$ cat config.mk
export PLATFORM = sky130hd
export DESIGN_NAME = instruction_fetch_unit_flat
export DESIGN_NICKNAME = d
export VERILOG_FILES = /design/src/rtl/thinpad_pkg.sv /design/src/rtl/instruction_fetch_unit_if.sv /design/src/rtl/instruction_fetch_unit_if_id_reg.sv /design/src/rtl/instruction_fetch_unit.sv /design/src/flat_wrapper.sv
export SDC_FILE = /design/constraint.sdc
export NUM_CORES = 1
export LEC_CHECK = 0
export ABC_AREA = 1
export CELL_PAD_IN_SITES_DETAIL_PLACEMENT = 2
export CELL_PAD_IN_SITES_GLOBAL_PLACEMENT = 2
export CORE_MARGIN = 1.5
export CORE_UTILIZATION = 26
export CTS_CLUSTER_DIAMETER = 50
export DETAILED_ROUTE_END_ITERATION = 7
export GPL_ROUTABILITY_DRIVEN = 0
export PLACE_DENSITY = 0.95
export SETUP_SLACK_MARGIN = 0.5
export SLEW_MARGIN = 20
export SYNTH_ARGS = -nofsm -noshare
export SYNTH_HDL_FRONTEND = slang
export SYNTH_SLANG_ARGS = --single-unit
$ cat constraint.sdc
create_clock -name clk -period 3.4 [get_ports clk]
set_input_delay 0.68 -clock clk [delete_from_list [all_inputs] [get_ports clk]]
set_output_delay 0.68 -clock clk [all_outputs]
set_load 0.01 [all_outputs]
$ cat src/rtl/thinpad_pkg.sv
// Shared definitions for the ThinPad fetch stage: reset/bubble constants,
// fetch controller states and the IF/ID pipeline bundle.
package thinpad_pkg;

    localparam logic [15:0] NOP_INSTR   = 16'b0000100000000000;
    localparam logic [15:0] RESET_PC    = 16'h0000;
    localparam logic [15:0] PC_STEP     = 16'd4;
    localparam int          BOOT_CYCLES = 2;

    typedef enum logic [1:0] {
        BOOT = 2'd0,
        RUN  = 2'd1,
        HOLD = 2'd2
    } fetch_state_t;

    // What the IF/ID register does on the next edge.
    typedef enum logic [1:0] {
        IFID_KEEP   = 2'd0,
        IFID_LOAD   = 2'd1,
        IFID_BUBBLE = 2'd2
    } if_id_op_t;

    typedef struct packed {
        logic [15:0] instr;
        logic [15:0] pc;
        logic        valid;
    } if_id_t;

    // Next sequential fetch address; 16-bit modulo so the PC wraps at the top.
    function automatic logic [15:0] pc_advance(input logic [15:0] pc,
                                               input logic [15:0] step);
        return pc + step;
    endfunction

endpackage

$ cat src/rtl/instruction_fetch_unit_if.sv
// Bundle of the fetch stage's memory-side and ID-side signals.
// master: the fetch unit; slave: instruction memory plus ID stage.
interface instruction_fetch_unit_if;

    logic [15:0] pc;
    logic [15:0] Instruction;
    logic        MemConflict;
    logic        stall_id;
    logic        branch_taken;
    logic [15:0] branch_target;
    logic [15:0] if_id_instr;
    logic [15:0] if_id_pc;
    logic        if_id_valid;
    logic [15:0] fetch_count;

    modport master (
        output pc,
        output if_id_instr,
        output if_id_pc,
        output if_id_valid,
        output fetch_count,
        input  Instruction,
        input  MemConflict,
        input  stall_id,
        input  branch_taken,
        input  branch_target
    );

    modport slave (
        input  pc,
        input  if_id_instr,
        input  if_id_pc,
        input  if_id_valid,
        input  fetch_count,
        output Instruction,
        output MemConflict,
        output stall_id,
        output branch_taken,
        output branch_target
    );

endinterface

$ cat src/rtl/instruction_fetch_unit_if_id_reg.sv
// IF/ID pipeline register: holds, loads a fetched word, or inserts a bubble
// tagged with the PC that was current when the bubble was created.
module if_id_reg
    import thinpad_pkg::if_id_t;
    import thinpad_pkg::if_id_op_t;
    import thinpad_pkg::IFID_KEEP;
    import thinpad_pkg::IFID_LOAD;
    import thinpad_pkg::IFID_BUBBLE;
#(
    parameter logic [15:0] RESET_PC  = thinpad_pkg::RESET_PC,
    parameter logic [15:0] NOP_INSTR = thinpad_pkg::NOP_INSTR
) (
    input  logic        clk,
    input  logic        rst,
    input  if_id_op_t   op,
    input  logic [15:0] instr,
    input  logic [15:0] pc,
    output if_id_t      if_id_p1
);

    // Register update: reset to a bubble at RESET_PC, otherwise follow op.
    always_ff @(posedge clk) begin
        if (!rst) begin
            if_id_p1 <= '{instr: NOP_INSTR, pc: RESET_PC, valid: 1'b0};
        end else begin
            case (op)
                IFID_LOAD:   if_id_p1 <= '{instr: instr,     pc: pc, valid: 1'b1};
                IFID_BUBBLE: if_id_p1 <= '{instr: NOP_INSTR, pc: pc, valid: 1'b0};
                IFID_KEEP:   if_id_p1 <= if_id_p1;
                default:     if_id_p1 <= if_id_p1;
            endcase
        end
    end

endmodule

$ cat src/rtl/instruction_fetch_unit.sv
// First ThinPad pipeline stage: owns the PC, fetches from the combinational
// instruction memory, and resolves branch / stall / memory-conflict per cycle.
module instruction_fetch_unit
    import thinpad_pkg::fetch_state_t;
    import thinpad_pkg::BOOT;
    import thinpad_pkg::RUN;
    import thinpad_pkg::HOLD;
    import thinpad_pkg::if_id_t;
    import thinpad_pkg::if_id_op_t;
    import thinpad_pkg::IFID_KEEP;
    import thinpad_pkg::IFID_LOAD;
    import thinpad_pkg::IFID_BUBBLE;
    import thinpad_pkg::pc_advance;
#(
    parameter logic [15:0] RESET_PC    = thinpad_pkg::RESET_PC,
    parameter logic [15:0] PC_STEP     = thinpad_pkg::PC_STEP,
    parameter logic [15:0] NOP_INSTR   = thinpad_pkg::NOP_INSTR,
    parameter int          BOOT_CYCLES = thinpad_pkg::BOOT_CYCLES
) (
    input  logic                      clk,
    input  logic                      rst,
    instruction_fetch_unit_if.master  bus
);

    localparam int CNT_W = (BOOT_CYCLES > 1) ? $clog2(BOOT_CYCLES) : 1;
    localparam logic [CNT_W-1:0] BOOT_LAST = CNT_W'((BOOT_CYCLES > 0) ? BOOT_CYCLES - 1 : 0);

    fetch_state_t   state_q, state_d;
    logic [CNT_W-1:0] boot_cnt_q, boot_cnt_d;
    logic [15:0]    pc_q, pc_d;
    logic [15:0]    cnt_q, cnt_d;
    if_id_op_t      op;
    if_id_t         if_id_p1;
    logic           boot_done;

    assign boot_done = (boot_cnt_q >= BOOT_LAST);

    // Controller registers: state, boot counter, PC and delivered-count.
    always_ff @(posedge clk) begin
        if (!rst) begin
            state_q    <= BOOT;
            boot_cnt_q <= '0;
            pc_q       <= RESET_PC;
            cnt_q      <= 16'd0;
        end else begin
            state_q    <= state_d;
            boot_cnt_q <= boot_cnt_d;
            pc_q       <= pc_d;
            cnt_q      <= cnt_d;
        end
    end

    // Next-state and IF/ID control; branch > stall > conflict > normal fetch.
    always_comb begin
        state_d    = state_q;
        boot_cnt_d = boot_cnt_q;
        pc_d       = pc_q;
        cnt_d      = cnt_q;
        op         = IFID_KEEP;
        case (state_q)
            BOOT: begin
                // Memory is still initialising: bubbles only, inputs ignored.
                op = IFID_BUBBLE;
                if (boot_done) begin
                    state_d = RUN;
                end else begin
                    boot_cnt_d = boot_cnt_q + 1'b1;
                end
            end
            RUN, HOLD: begin
                state_d = bus.MemConflict ? HOLD : RUN;
                if (bus.branch_taken) begin
                    // The wrong-path word at the current PC is squashed.
                    pc_d = bus.branch_target;
                    op   = IFID_BUBBLE;
                end else if (!bus.stall_id) begin
                    if (bus.MemConflict) begin
                        op = IFID_BUBBLE;
                    end else begin
                        op    = IFID_LOAD;
                        pc_d  = pc_advance(pc_q, PC_STEP);
                        cnt_d = cnt_q + 16'd1;
                    end
                end
            end
            default: begin
                state_d = BOOT;
                op      = IFID_BUBBLE;
            end
        endcase
    end

    if_id_reg #(
        .RESET_PC  (RESET_PC),
        .NOP_INSTR (NOP_INSTR)
    ) u_if_id_reg (
        .clk      (clk),
        .rst      (rst),
        .op       (op),
        .instr    (bus.Instruction),
        .pc       (pc_q),
        .if_id_p1 (if_id_p1)
    );

    assign bus.pc          = pc_q;
    assign bus.if_id_instr = if_id_p1.instr;
    assign bus.if_id_pc    = if_id_p1.pc;
    assign bus.if_id_valid = if_id_p1.valid;
    assign bus.fetch_count = cnt_q;

endmodule

$ cat src/flat_wrapper.sv
// flat-port wrapper written by rule: the top's interface ports become plain ports
module instruction_fetch_unit_flat import thinpad_pkg::fetch_state_t; import thinpad_pkg::BOOT; import thinpad_pkg::RUN; import thinpad_pkg::HOLD; import thinpad_pkg::if_id_t; import thinpad_pkg::if_id_op_t; import thinpad_pkg::IFID_KEEP; import thinpad_pkg::IFID_LOAD; import thinpad_pkg::IFID_BUBBLE; import thinpad_pkg::pc_advance;
#(
    parameter logic [15:0] RESET_PC    = thinpad_pkg::RESET_PC,
    parameter logic [15:0] PC_STEP     = thinpad_pkg::PC_STEP,
    parameter logic [15:0] NOP_INSTR   = thinpad_pkg::NOP_INSTR,
    parameter int          BOOT_CYCLES = thinpad_pkg::BOOT_CYCLES
)
  (clk, rst, bus_pc, bus_if_id_instr, bus_if_id_pc, bus_if_id_valid, bus_fetch_count, bus_Instruction, bus_MemConflict, bus_stall_id, bus_branch_taken, bus_branch_target);
  instruction_fetch_unit_if bus_i ();
  input  logic clk;
  input  logic rst;
  output wire logic [$bits(bus_i.pc)-1:0] bus_pc;
  output wire logic [$bits(bus_i.if_id_instr)-1:0] bus_if_id_instr;
  output wire logic [$bits(bus_i.if_id_pc)-1:0] bus_if_id_pc;
  output wire logic [$bits(bus_i.if_id_valid)-1:0] bus_if_id_valid;
  output wire logic [$bits(bus_i.fetch_count)-1:0] bus_fetch_count;
  input wire logic [$bits(bus_i.Instruction)-1:0] bus_Instruction;
  input wire logic [$bits(bus_i.MemConflict)-1:0] bus_MemConflict;
  input wire logic [$bits(bus_i.stall_id)-1:0] bus_stall_id;
  input wire logic [$bits(bus_i.branch_taken)-1:0] bus_branch_taken;
  input wire logic [$bits(bus_i.branch_target)-1:0] bus_branch_target;
  assign bus_pc = bus_i.pc;
  assign bus_if_id_instr = bus_i.if_id_instr;
  assign bus_if_id_pc = bus_i.if_id_pc;
  assign bus_if_id_valid = bus_i.if_id_valid;
  assign bus_fetch_count = bus_i.fetch_count;
  assign bus_i.Instruction = bus_Instruction;
  assign bus_i.MemConflict = bus_MemConflict;
  assign bus_i.stall_id = bus_stall_id;
  assign bus_i.branch_taken = bus_branch_taken;
  assign bus_i.branch_target = bus_branch_target;
  instruction_fetch_unit #(.RESET_PC(RESET_PC), .PC_STEP(PC_STEP), .NOP_INSTR(NOP_INSTR), .BOOT_CYCLES(BOOT_CYCLES)) u_core (.clk(clk), .rst(rst), .bus(bus_i));
endmodule
After elaboration in Yosys (flattened, before gate mapping) --
Cells that the tools add are included.
Storage, ports and cells: output and inout bits 65, input port bits 37, register bits 68, word-level logic and storage cells 38
Operators by class: multiplexer cells 10, bitwise gates (word level) 4, equality and inequality tests 7, reduce and logical (&&, ||, !) cells 6, $add $sub $neg 3, $lt $le $gt $ge 1
Operators by type and width (number):
- $pmux W33 S2 | 1
- $mux W16 | 3
- $add A16 B1 Y16 const B | 1
- $add A16 B3 Y16 const B | 1
- $mux W2 | 5
- $ne A2 B1 Y1 const B | 3
- $eq A2 B1 Y1 const B | 2
- $eq A2 B2 Y1 const B | 2
- $not A1 Y1 | 4
- $pmux W2 S2 | 1
- $reduce_and A4 Y1 | 1
- $reduce_and A3 Y1 | 1
- $logic_not A2 Y1 | 1
- $reduce_and A2 Y1 | 1
- $reduce_bool A2 Y1 | 1
- $reduce_or A2 Y1 | 1
- $add A1 B1 Y1 const B | 1
- $ge A1 B1 Y1 const B | 1

Depth between registers and ports, before layout --
word-level depth 6, depth in mapped cells 12, depth with buffers taken out 11

Modules after synthesis --
A second synthesis with hierarchy kept.
Unflattened totals: cell total of the unflattened synthesis 457, area total of the unflattened synthesis 3216.8 um^2
Modules (own cells, without submodules):
- instruction_fetch_unit | cells each 311, sequential area each 700.7 um^2, area each 2020.7 um^2, instances 1
- if_id_reg | cells each 146, sequential area each 660.6 um^2, area each 1196.1 um^2, instances 1

Least setup slack after synthesis --
Ideal clock, no wire load.
kind input -> register, from in bus_branch_taken, to reg, netlist name u_core.u_if_id_reg.if_id_p1[22], library setup time 0.070 ns, arrival 2.326 ns, buffers on the path 4, required time 3.330 ns, stages on the path 12, path slack 1.003 ns, cell sequence buf_6 -> clkinv_2 -> nand2_2 -> nor2_4 -> inv_2 -> buf_2 -> ha_1 -> clkbuf_1 -> nor2_1 -> buf_2 -> nand2_1 -> a21oi_1
On the way: word-level cells in the longest chain between the ends 4, elaborated cells between the ends (all ways) 6, classes of those cells eq/ne: 2; mux: 3; reduce/logical: 1
RTL lines:
- start: declaration | RTL line flat_wrapper.sv:21 | input wire logic [$bits(bus_i.branch_taken)-1:0] bus_branch_taken;
- $mux W2 (*) | RTL line instruction_fetch_unit.sv:72 | if (bus.branch_taken) begin
- $mux W2 (*) | RTL line instruction_fetch_unit.sv:60 | case (state_q)
- $eq A2 B2 Y1 or $eq A2 B1 Y1 (tied branches) | RTL line instruction_fetch_unit_if_id_reg.sv:26 | case (op)
- $pmux W33 S2 or $reduce_bool A2 Y1 (tied branches)
Mark *: on every way between the ends. The rest lies on a longest branch, timed or not. The select of a mux whose other input is x is not followed. A chain may end at the register's enable or synchronous reset.

Final worst setup path --
from in bus_branch_taken, to reg, netlist name u_core.u_if_id_reg.if_id_p1[28]
On the way: word-level cells in the longest chain between the ends 4, elaborated cells between the ends (all ways) 6, classes of those cells eq/ne: 2; mux: 3; reduce/logical: 1
RTL lines (RTL line):
- $mux W2 (*) | instruction_fetch_unit.sv:72
- $mux W2 (*) | instruction_fetch_unit.sv:60
- $eq A2 B2 Y1 or $eq A2 B1 Y1 (tied branches) | instruction_fetch_unit_if_id_reg.sv:26
- $pmux W33 S2 or $reduce_bool A2 Y1 (tied branches)
Marked as above.

==> out/results.tsv <==
stage	metric	value	unit
detailed_routing	routed_via_density	4.83	
detailed_routing	wl	12700	microns
timing	max_freq	362	MHz
synth	synth-simple-area-share	0.300	
critical_path	worstPathRequired	3.61	ns
synth	synth_enable_flop_cells	0	
clock_tree	postCtsSetupBuffers	0	
final_layout	design_area	4630	sq um
timing	grt_setup_unrepaired	no	
floorplanning	coreArea	11900	sq um
clock_tree	holdBufCountCts	0	
grt	antenna_found_initial	0	
detailed_routing	wl_met1	5320	microns
detailed_routing	via_count	3415	
clock_tree	h-tree-depth	3	
synth	avgSynthCellArea	6.95	sq um
place	dpl_cell_area	4320	sq um
timing	post-route-period-util	0.813	
detailed_routing	wl_met3	326	microns
synth	syn_area	3150	sq um
final_layout	diodes	0	
detailed_routing	ant_nets	0	
synth	synth_top_family_by_area	simple AND/OR/NAND/NOR gates	
critical_path	crit_path_end_kind	flop	
timing	slew_viol_final	0	
synth	ys_ff_latch	68	
grt	grtUsageTotal	0.206	
clock_tree	clockRootBuffer	clkbuf_16	
detailed_routing	routed-wl-met2	6870	microns
power	p_leak	1.75	nW
synth	synth_warnings	0	
place	place_ws	0.372	ns
detailed_routing	drt_iter0_markers	145	
min_path	worst_hold_path_type	reg -> reg	
synth	synth.area.mux_share	0	
synth	yosys-top-cells-area	dfxtp_1 (43%), nand2_1 (16%), a21oi_1 (8.1%)	
detailed_routing	dr.pass1.iters	4	
timing	tns	0	ns
timing	period_needed	2.76	ns
place	io_buffers	101	
grt	grt_max_degree	34	
timing	worstMarginPinSlew	0.582	ns
floorplanning	io_pins	102	
power	report.power.total	3.18	mW
clock_tree	numClockSinks	68	
detailed_routing	post-route-drc-count	0	
final_layout	nNetsFinal	597	
synth	yosys_most_used_dff	dfxtp_1	
clock_tree	clk_pin_slew_worst_paths	0.06	ns
synth	netlist.area_leader.share	0.432	
synth	synth_compound_area_frac	0.157	
clock_tree	clk_path_buf_depth	2	
critical_path	reg2reg_depth	11	
clock_tree	cts_tree	built	
clock_tree	numCtsBuffers	9	
detailed_routing	top_layer_used	met4	
timing	clock_skew	0.00701	ns
critical_path	cp_max_fo	16	
clock_tree	clkLatencyLatePin	0.34	ns
power	power.density	687	nW/um^2
synth	synth-adder-area-share	0.0199	
power	ir_drop	0.000211	V
synth	ys_types	30	
place	dp_hpwl	9230	microns
timing	layout_setup_ws	0.636	ns
synth	async_flop_share	0	
synth	seq_area_frac_synth	0.432	
grt	grt_pass1_vias	3913	
timing	slew_headroom	0.611	
final_layout	syn_to_final_growth	47.1	%
synth	synth_xor_area_frac	0.0139	
floorplanning	start_util	0.264	
detailed_routing	avgRoutedWirePerCell	18.0	microns
grt	gr-total-overflow	0	
timing	setup_viol_count_final	0	
synth	synth_top_cell_by_area	dfxtp_1	
synth	syn_inst	453	
final_layout	drive_above_1_share	0.0732	
critical_path	crit_type	in -> reg	
synth	syn_nets	495	
place	place_inst	691	
final_layout	fillCellCount	1380	
floorplanning	dieArea	12800	sq um
flow_run	drv_cap	0	
floorplanning	die_w	113	microns
critical_path	arrival	2.98	ns
outcome	status	completed	
floorplanning	fp-row-count	40	
critical_path	startpoint_type	input port	
min_path	min_delay_path_depth	2	
timing	hold_viol	0	
final_layout	layoutNonFillerInstCount	707	
grt	grt_pass1_wl	20600	microns
clock_tree	ctsResizeCount	0	
floorplanning	die_y	113	microns
-- cell usage after synthesis, drive strengths merged (3+ instances only) --
library cell and instances:
xor2 3, inv 37, a21oi 51, dfxtp 68, nor2 58, o21ai 38
nand2 137, ha 5, buf 7, clkinv 3, nand4 5, clkbuf 11
nand3 17
-- worst max-delay path: stages --
cell and delay (ns):
clkdlybuf4s50_1 0.72, clkinv_2 0.29, nand2_2 0.15, nor2_4 0.05, inv_2 0.06, ha_1 0.30, nor2_1 0.16, buf_4 0.24
inv_1 0.10, o22ai_1 0.12, nand2_1 0.08
-- final timing paths --
check	slack, ns	start	endpoint
setup reg to reg	1.02	u_core.state_q[0]	u_core.u_if_id_reg.if_id_p1[28]
hold / removal	0.48	u_core.u_if_id_reg.if_id_p1[29]	u_core.u_if_id_reg.if_id_p1[29]
setup / recovery	0.64	bus_branch_taken	u_core.u_if_id_reg.if_id_p1[28]
hold reg to reg	0.48	u_core.u_if_id_reg.if_id_p1[29]	u_core.u_if_id_reg.if_id_p1[29]
-- report_power, final --
| part | internal, mW | switching (mW) | leakage, nW |
|---|---|---|---|
| clock | 0.642 | 0.369 | 0.149 |
| sequential | 0.957 | 0.147 | 0.553 |
| combinational | 0.469 | 0.600 | 1.05 |
| total | 2.07 | 1.12 | 1.75 |
-- metal layers --
| layer | track usage | up-vias |
|---|---|---|
| met1 | 0.237 | 1677 |
| met2 | 0.393 | 64 |
| met5 | 0 | - |
| met3 | 0.0257 | 19 |
| li1 | - | 1655 |
| met4 | 0.0683 | 0 |
-- state kept, by name, indices dropped and copies added, names as in the netlist --
| name | cells |
|---|---|
| u_core.u_if_id_reg.if_id_p1 | 33 |
| u_core.state_q | 2 |
| u_core.bus.pc | 16 |
| u_core.boot_cnt_q | 1 |
| u_core.bus.fetch_count | 16 |
-- placed cells by master (no fill, tap or decap) --
cell type	instances
a211oi_1	1
a21oi_1	51
a22oi_1	1
a31oi_1	2
buf_4	8
bufinv_16	2
clkbuf_1	1
clkbuf_16	9
clkdlybuf4s50_1	101
clkinv_1	1
clkinv_2	3
clkinv_4	1
clkinvlp_4	2
dfxtp_1	68
ha_1	5
inv_1	36
inv_2	1
nand2_1	132
nand2_2	4
nand2_4	1
nand3_1	16
nand3_4	1
nand4_1	5
nor2_1	49
nor2_2	5
nor2_4	4
nor3_1	2
nor3b_1	2
o21ai_0	36
o21ai_1	2
o21bai_1	2
o22ai_1	1
xnor2_1	2
xor2_1	3
-- logic make-up after synthesis --
family          count (synthesis)
simple gates                  221
compound gates                 96
flops                          68
buf+inv                        58
xor+xnor                        5
fa+ha+maj                       5
-- per-stage QoR --
stage               hold slack [ns]  utilization
CTS                           0.483        0.389
finish                        0.480        0.389
floorplan                     0.440            -
global route                  0.497        0.389
detailed placement            0.472        0.362
global placement              0.452        0.362
-- area by class of cell --
class / count / area [sq um] / share of cell area
clock inverters: 6 / 88.8 / 0.0192
clock buffers: 10 / 229 / 0.0494
multi-input cells: 327 / 1550 / 0.334
well taps: 147 / 184 / 0.0397
repair buffers: 109 / 1070 / 0.231
inverters: 40 / 153 / 0.0329
flip-flops and latches: 68 / 1360 / 0.294
Power figures use the tool's default switching activity.
